## src/rtl/ex_stage.sv

```systemverilog
// rtl/ex_stage.sv - 19-bit execute stage: single-cycle ALU plus iterative MUL/DIV/MOD
// Optional iterative unit enabled by defining EX_MULDIV_EN.
module ex_stage (
    input  logic        clk,
    input  logic        reset,
    input  logic        in_valid,
    input  logic [4:0]  opcode_in,
    input  logic [18:0] reg_data1_in,
    input  logic [18:0] reg_data2_in,
    input  logic [2:0]  rd_in,
    output logic        stall,
    output logic        valid_out,
    output logic [18:0] result_out,
    output logic [2:0]  rd_out,
    output logic        reg_write_out,
    output logic        zero_flag,
    output logic        carry_flag,
    output logic        div_by_zero,
    output logic        illegal_op
);

    localparam logic [4:0] OP_NOP = 5'd0;
    localparam logic [4:0] OP_ADD = 5'd1;
    localparam logic [4:0] OP_SUB = 5'd2;
    localparam logic [4:0] OP_AND = 5'd3;
    localparam logic [4:0] OP_OR  = 5'd4;
    localparam logic [4:0] OP_XOR = 5'd5;
    localparam logic [4:0] OP_NOT = 5'd6;
    localparam logic [4:0] OP_SHL = 5'd7;
    localparam logic [4:0] OP_SHR = 5'd8;
    localparam logic [4:0] OP_INC = 5'd9;
    localparam logic [4:0] OP_DEC = 5'd10;
`ifdef EX_MULDIV_EN
    localparam logic [4:0] OP_MUL = 5'd11;
    localparam logic [4:0] OP_DIV = 5'd12;
    localparam logic [4:0] OP_MOD = 5'd13;
    localparam logic [0:0] ST_IDLE = 1'b0;
    localparam logic [0:0] ST_BUSY = 1'b1;
    localparam logic [4:0] LAST_ITER = 5'd18;
`endif

    logic        valid_q, valid_d;
    logic [18:0] result_q, result_d;
    logic [2:0]  rd_q, rd_d;
    logic        rw_q, rw_d;
    logic        zero_q, zero_d;
    logic        carry_q, carry_d;
    logic        dbz_q, dbz_d;
    logic        ill_q, ill_d;

    logic        accept;
    logic [19:0] sum;
    logic [19:0] diff;
    logic [4:0]  shamt;

`ifdef EX_MULDIV_EN
    logic [0:0]  state_q, state_d;
    logic [4:0]  cnt_q, cnt_d;
    logic [18:0] a_q, a_d;
    logic [18:0] b_q, b_d;
    logic [18:0] acc_q, acc_d;
    logic [4:0]  mop_q, mop_d;
    logic [2:0]  mrd_q, mrd_d;
    logic [18:0] mul_acc_next;
    logic [19:0] div_shift;
    logic        div_ge;
    logic [19:0] div_rem_next;
    logic [18:0] div_quo_next;
`endif

    always_comb begin
        valid_d  = 1'b0;
        result_d = result_q;
        rd_d     = rd_q;
        rw_d     = 1'b0;
        zero_d   = zero_q;
        carry_d  = carry_q;
        dbz_d    = 1'b0;
        ill_d    = 1'b0;
        sum      = {1'b0, reg_data1_in} + {1'b0, reg_data2_in};
        diff     = {1'b0, reg_data1_in} - {1'b0, reg_data2_in};
        shamt    = reg_data2_in[4:0];
`ifdef EX_MULDIV_EN
        state_d  = state_q;
        cnt_d    = cnt_q;
        a_d      = a_q;
        b_d      = b_q;
        acc_d    = acc_q;
        mop_d    = mop_q;
        mrd_d    = mrd_q;
        // One shift-add step for MUL, one restoring-divide step for DIV/MOD;
        // the divide keeps the dividend/quotient in a_q and the remainder in acc_q.
        mul_acc_next = acc_q + (b_q[0] ? a_q : 19'd0);
        div_shift    = {acc_q, a_q[18]};
        div_ge       = div_shift >= {1'b0, b_q};
        div_rem_next = div_ge ? (div_shift - {1'b0, b_q}) : div_shift;
        div_quo_next = {a_q[17:0], div_ge};
        accept       = in_valid && (state_q == ST_IDLE);
`else
        accept       = in_valid;
`endif

        if (accept) begin
            valid_d = 1'b1;
            rd_d    = rd_in;
            rw_d    = 1'b1;
            case (opcode_in)
                OP_NOP: rw_d = 1'b0;
                OP_ADD: begin
                    result_d = sum[18:0];
                    carry_d  = sum[19];
                end
                OP_SUB: begin
                    result_d = diff[18:0];
                    carry_d  = diff[19];
                end
                OP_AND: result_d = reg_data1_in & reg_data2_in;
                OP_OR:  result_d = reg_data1_in | reg_data2_in;
                OP_XOR: result_d = reg_data1_in ^ reg_data2_in;
                OP_NOT: result_d = ~reg_data1_in;
                OP_SHL: result_d = (shamt >= 5'd19) ? 19'd0 : (reg_data1_in << shamt);
                OP_SHR: result_d = (shamt >= 5'd19) ? 19'd0 : (reg_data1_in >> shamt);
                OP_INC: result_d = reg_data1_in + 19'd1;
                OP_DEC: result_d = reg_data1_in - 19'd1;
`ifdef EX_MULDIV_EN
                OP_MUL, OP_DIV, OP_MOD: begin
                    if (opcode_in != OP_MUL && reg_data2_in == 19'd0) begin
                        dbz_d    = 1'b1;
                        result_d = (opcode_in == OP_DIV) ? 19'h7FFFF : reg_data1_in;
                    end else begin
                        valid_d = 1'b0;
                        rw_d    = 1'b0;
                        rd_d    = rd_q;
                        state_d = ST_BUSY;
                        cnt_d   = 5'd0;
                        a_d     = reg_data1_in;
                        b_d     = reg_data2_in;
                        acc_d   = 19'd0;
                        mop_d   = opcode_in;
                        mrd_d   = rd_in;
                    end
                end
`endif
                default: begin
                    rw_d     = 1'b0;
                    ill_d    = 1'b1;
                    result_d = 19'd0;
                end
            endcase
        end
`ifdef EX_MULDIV_EN
        else if (state_q == ST_BUSY) begin
            cnt_d = cnt_q + 5'd1;
            if (mop_q == OP_MUL) begin
                acc_d = mul_acc_next;
                a_d   = a_q << 1;
                b_d   = b_q >> 1;
            end else begin
                acc_d = div_rem_next[18:0];
                a_d   = div_quo_next;
            end
            if (cnt_q == LAST_ITER) begin
                state_d = ST_IDLE;
                cnt_d   = 5'd0;
                valid_d = 1'b1;
                rw_d    = 1'b1;
                rd_d    = mrd_q;
                if (mop_q == OP_MUL)
                    result_d = mul_acc_next;
                else if (mop_q == OP_DIV)
                    result_d = div_quo_next;
                else
                    result_d = div_rem_next[18:0];
            end
        end
`endif

        if (valid_d && rw_d)
            zero_d = (result_d == 19'd0);
    end

    always_ff @(posedge clk or posedge reset) begin
        if (reset) begin
            valid_q  <= 1'b0;
            result_q <= 19'd0;
            rd_q     <= 3'd0;
            rw_q     <= 1'b0;
            zero_q   <= 1'b0;
            carry_q  <= 1'b0;
            dbz_q    <= 1'b0;
            ill_q    <= 1'b0;
        end else begin
            valid_q  <= valid_d;
            result_q <= result_d;
            rd_q     <= rd_d;
            rw_q     <= rw_d;
            zero_q   <= zero_d;
            carry_q  <= carry_d;
            dbz_q    <= dbz_d;
            ill_q    <= ill_d;
        end
    end

`ifdef EX_MULDIV_EN
    always_ff @(posedge clk or posedge reset) begin
        if (reset) begin
            state_q <= ST_IDLE;
            cnt_q   <= 5'd0;
            a_q     <= 19'd0;
            b_q     <= 19'd0;
            acc_q   <= 19'd0;
            mop_q   <= 5'd0;
            mrd_q   <= 3'd0;
        end else begin
            state_q <= state_d;
            cnt_q   <= cnt_d;
            a_q     <= a_d;
            b_q     <= b_d;
            acc_q   <= acc_d;
            mop_q   <= mop_d;
            mrd_q   <= mrd_d;
        end
    end

    assign stall = (state_q == ST_BUSY);
`else
    assign stall = 1'b0;
`endif

    assign valid_out     = valid_q;
    assign result_out    = result_q;
    assign rd_out        = rd_q;
    assign reg_write_out = rw_q;
    assign zero_flag     = zero_q;
    assign carry_flag    = carry_q;
    assign div_by_zero   = dbz_q;
    assign illegal_op    = ill_q;

endmodule
```

## config.mk

```make
export PLATFORM = sky130hd
export DESIGN_NAME = ex_stage
export DESIGN_NICKNAME = d
export VERILOG_FILES = /design/src/rtl/ex_stage.sv
export SDC_FILE = /design/constraint.sdc
export NUM_CORES = 1
export LEC_CHECK = 0
export CAP_MARGIN = 20
export CORE_MARGIN = 3
export CORE_UTILIZATION = 59
export DETAILED_ROUTE_END_ITERATION = 6
export PLACE_DENSITY = 0.95
export SYNTH_ARGS = -nofsm -noshare
export SYNTH_HDL_FRONTEND = slang
export SYNTH_SLANG_ARGS = --single-unit
```

## constraint.sdc

```tcl
create_clock -name clk -period 4.4 [get_ports clk]
set_input_delay 0.44 -clock clk [delete_from_list [all_inputs] [get_ports clk]]
set_output_delay 0.44 -clock clk [all_outputs]
set_load 0.03 [all_outputs]
```

==> results of run 1 <==
[stage by stage]
stage	TNS (ns)	worst slack [ns]	utilization, %	cell area, um2	hold WS, ns
floorplan	0	0.0183	-	7070	0.471
global placement	-0.275	-0.275	78.6	9060	0.488
detailed placement	-0.526	-0.526	78.6	9060	0.500
CTS	-0.140	-0.140	79.7	9180	0.522
[logic make-up after synthesis]
kind of cell	synth area share [%]
and+or+nand+nor	18.1
xor gates and xnor gates	3.36
adders and majority gates	14.2
muxes	12.9
AOI/OAI and AO/OA	33.5
DFF	9.60
buffers and inverters	8.28
other	0.0533
[synthesized netlist by cell type, drive strengths merged, types with 11 or more instances]
library cell,count,area [um2]
a21o,19,143
buf,21,153
ha,75,938
a211oi,23,178
clkbuf,43,161
mux2i,23,243
mux4,20,469
nor3,20,100
nand2,70,263
and2,11,71.3
a21oi,78,390
nor2b,12,75.1
dfrtp,27,676
mux2,17,199
nor2,87,332
xnor2,25,219
a221oi,12,105
o22ai,11,75.1
nand3,18,90.1
inv,70,265
o21ai,66,330
a31oi,21,131
[metal layers]
metal,GRT overflow,global-route usage [%]
met4,35,80.6
met1,5,77.2
met2,42,90.9
met3,6,71.1
met5,0,40.7
[what timing repair did]
item / CTS
pin swaps: 4
endpoints found under the setup margin: 1
buffers inserted: 4
resized for setup: 5
==> impl_metrics.toml, run 1 <==
[clock_network]
numClockSinks = 27
htreeDepth = 1
root_buffer = "clkbuf_16"
cts_hold_buf = 0
clockBufferDepth = 2
cts_made_buffers = 3

[synthesis]
syn_inst = 939
synth_edf_count = 0
ys_seq_elements = 27
netlist_area_mm2 = 0.00704
synthFlopType = "dfrtp_1"
syn_area_per_cell_um2 = 7.50
ys_seq_area_share_pct = 9.60
postSynth.asyncResetShare_pct = 100
ys.warnings.count = 0
yosysUniqueCellTypes = 86

[status]
outcome = "aborted with a tool error"
error_message = "[ERROR GRT-0232] Routing congestion too high. Check the congestion heatmap in the GUI."
failing_step = "global routing (5_1_grt)"

[floorplanning]
num_rows = 39
start_util_pct = 61.1
pin_count = 78
die_h_um = 115
die_w_um = 115

[placed_design]
routabilityCongestion = 1.23
portBuffers = 75
dp_hpwl_um = 25100
dpl.cell_count = 1274

[sta]
grt-worst-endpoint = "zero_flag$_DFFE_PP0P_/D"
worst_path_end_type = "sequential cell input"

[grt]
grt.overflow.total = 88
grtUsageTotal_pct = 79.2
grt_max_degree = 40
==> inputs of run 2 (changes only) <==
- CORE_UTILIZATION: 59 -> 40
- PLACE_DENSITY: 0.95 -> not set
- PLACE_DENSITY_LB_ADDON: not set -> 0.15
==> impl_metrics.toml, run 2 <==
[status]
outcome = "completed"

[grt]
grt_pass1_wl_um = 48200
grt.overflow.total = 0
grt_max_degree = 36
gr-usage-met3_pct = 4.93
use_met2_pct = 47.2
busiest_layer = "met2"
use_met1_pct = 46.4
grtUsageTotal_pct = 31.3
grt_pass1_vias = 8191
grt_antenna_before_repair = 1

[critical_path]
worst-path-buf-inv = 2
r2r.worst_path.cells = 11
r2r_slack_ns = 0.69
cp.arrival_ns = 4.50
reg2reg_to = "zero_flag$_DFFE_PP0P_"
crit_cells = 14
endpoint = "zero_flag$_DFFE_PP0P_"
cp_slowest_cell = "or4_4"
worstPathRequired_ns = 4.59
crit_path_start_kind = "input port"
reg2reg_from = "result_out[4]$_DFF_PP0_"
path_class = "in -> reg"
worstPathCellList = "clkdlybuf4s50_1, buf_6, mux4_2, nand2_1, o21ai_0, o211ai_1, nand3_1, nor4bb_2, nand4bb_1, or4_4, or4_4, a2111o_1, or4_4, o22ai_2"
crit_path_max_incr_delay_ns = 0.56
path_common_cell = "or4_4"
cp-end-kind = "register"
startpoint = "reg_data1_in[6]"
path_max_fanout = 10
path_delay_family = "simple AND/OR/NAND/NOR gates"

[synthesis]
synth_mux_area_share_pct = 12.9
yosysUniqueCellTypes = 86
synth_area_leaders = "ha_1 13%, dfrtp_1 9.6%, a21oi_1 5.5%"
ys.warnings.count = 0
netlist_area_mm2 = 0.00704
synth.top_cells.by_count = "85 x nor2_1, 78 x a21oi_1, 75 x ha_1"
synth_compound_area_share_pct = 33.5
yosysTopAreaCellShare_pct = 13.3
yosysMostFrequentCell = "nor2_1"
postSynth.asyncResetShare_pct = 100
synth_edf_count = 0
synth_top_family_by_area = "compound AO/OA/AOI/OAI gates"
ys_seq_elements = 27
synth_xor_area_share_pct = 3.36
ys_seq_area_share_pct = 9.60
syn_inst = 939
synth-simple-area-share_pct = 18.1
yosys.area.top_type = "ha_1"
syn_area_per_cell_um2 = 7.50
synth_fa_ha_area_share_pct = 14.2
synthFlopType = "dfrtp_1"

[power_and_ir_drop]
power_density_mw_per_mm2 = 154
ir_drop_mv = 0.238
p_leak_uw = 0.00462

[detailed_routing]
drc = 0
drt_iter0_drc = 1216
avgRoutedWirePerCell_um = 22.6
first_pass_iters = 7
final_antenna_net_count = 0
vias_per_cell = 6.28
wl_um = 32200
vias = 8925

[placed_design]
dpl.cell_count = 1404
dp_hpwl_um = 26200
portBuffers = 75
routabilityCongestion = 1.08

[floorplanning]
die_h_um = 139
pin_count = 78
die_area_mm2 = 0.0192
start_util_pct = 41.7
num_rows = 47
core_mm2 = 0.0169
die_w_um = 139

[final_layout]
final_common_cell = "buf_4"
post-route-util_pct = 60.4
fillCellCount = 1599
final_cell_mix = "228 x buf_4, 82 x nor2_1, 71 x a21oi_1"
drive_above_1_share_pct = 30.7
fin_cells = 1421
diodes = 0
syn2layout_area_growth_pct = 44.8
largest_reg_flops = 19
final_nets = 1329

[sta]
slew_headroom_pct = 20.1
final_max_slew_viol_count = 0
setup_tns_ns = 0
final-hold-violation-count = 0
fmax_mhz = 232
setup_viol = 0
period_share_pct = 97.8
skew_ns = 0.00123
tightest_slew_ns = 1.20
fin_crit_ns = 4.30
grt_setup_unrepaired = "yes"

[clock_network]
cts_tree = "done"
cts.reportedPaths.clkPinSlew_ns = 0.07
clockBufferDepth = 2
numClockSinks = 27
htreeDepth = 1
clkLatencyLatePin_ns = 0.27
cts_made_buffers = 3
cts_hold_buf = 0
root_buffer = "clkbuf_16"

[run]
drv_cap = 0

[min_path]
hold_path_class = "in -> async"
==> run 2: what timing repair did <==
action / CTS / global route
setup buffers: 0 / 12
gates cloned: 0 / 0
resized for setup: 11 / 108
pin swaps: 4 / 31
setup endpoints to repair: 1 / 1
==> run 2: kinds of logic after synthesis <==
kind of cell,count (synthesis)
AO/OA/AOI/OAI,342
adder cells (fa/ha/maj),78
AND/OR/NAND/NOR,269
flip-flops,27
buffers and inverters,135
other,1
multiplexers,60
XOR/XNOR,27
==> run 2: how the worst min path moves through the flow <==
stage / slack (ns) / endpoint / cells after the start / startpoint
final: 0.41 / result_out[0]$_DFF_PP0_ / 2 / reset
after CTS: 0.52 / rd_out[2]$_DFFE_PP0P_ / 1 / rd_out[2]$_DFFE_PP0P_
after global routing: 0.44 / result_out[4]$_DFF_PP0_ / 2 / reset
after global placement: 0.49 / rd_out[2]$_DFFE_PP0P_ / 1 / rd_out[2]$_DFFE_PP0P_
after floorplan: 0.47 / valid_out$_DFF_PP0_ / 0 / in_valid
after detailed placement: 0.50 / rd_out[2]$_DFFE_PP0P_ / 1 / rd_out[2]$_DFFE_PP0P_
==> run 2: final cells by class <==
type	count	area (um2)	share of cell area, %
inverters	71	273	2.68
clock inverters	1	7.51	0.0737
clock buffers	3	75.1	0.737
repair buffers	321	2730	26.8
multi-input cells	778	6160	60.4
flip-flops and latches	27	676	6.63
well taps	220	275	2.70
==> run 2: metal layers <==
layer	share of wire, %	vias to the layer above
met5	0.034	-
met4	3.4	2
met3	12	94
met2	42	576
met1	43	4191
li1	-	4062
==> run 2: where the power goes <==
| part | switching (uW) | total, uW | leakage [uW] | internal, uW |
|---|---|---|---|---|
| logic | 581 | 1070 | 0.00423 | 493 |
| clock network | 86.7 | 210 | 0.0000371 | 124 |
| registers | 20.9 | 288 | 0.000356 | 267 |
==> run 2: per-stage QoR <==
stage	total power, uW	hold WS [ns]	setup WS (ns)	cell area, um2
2_1_floorplan	824	0.471	0.0183	7070
3_3_place_gp	1280	0.489	-0.346	9550
3_5_place_dp	1280	0.502	-0.439	9550
4_1_cts	1500	0.517	-0.0292	9690
5_1_grt	1660	0.438	-0.0449	10200
6_report	1570	0.407	0.0955	10200
No activity file was read; power rests on OpenSTA's default activity.
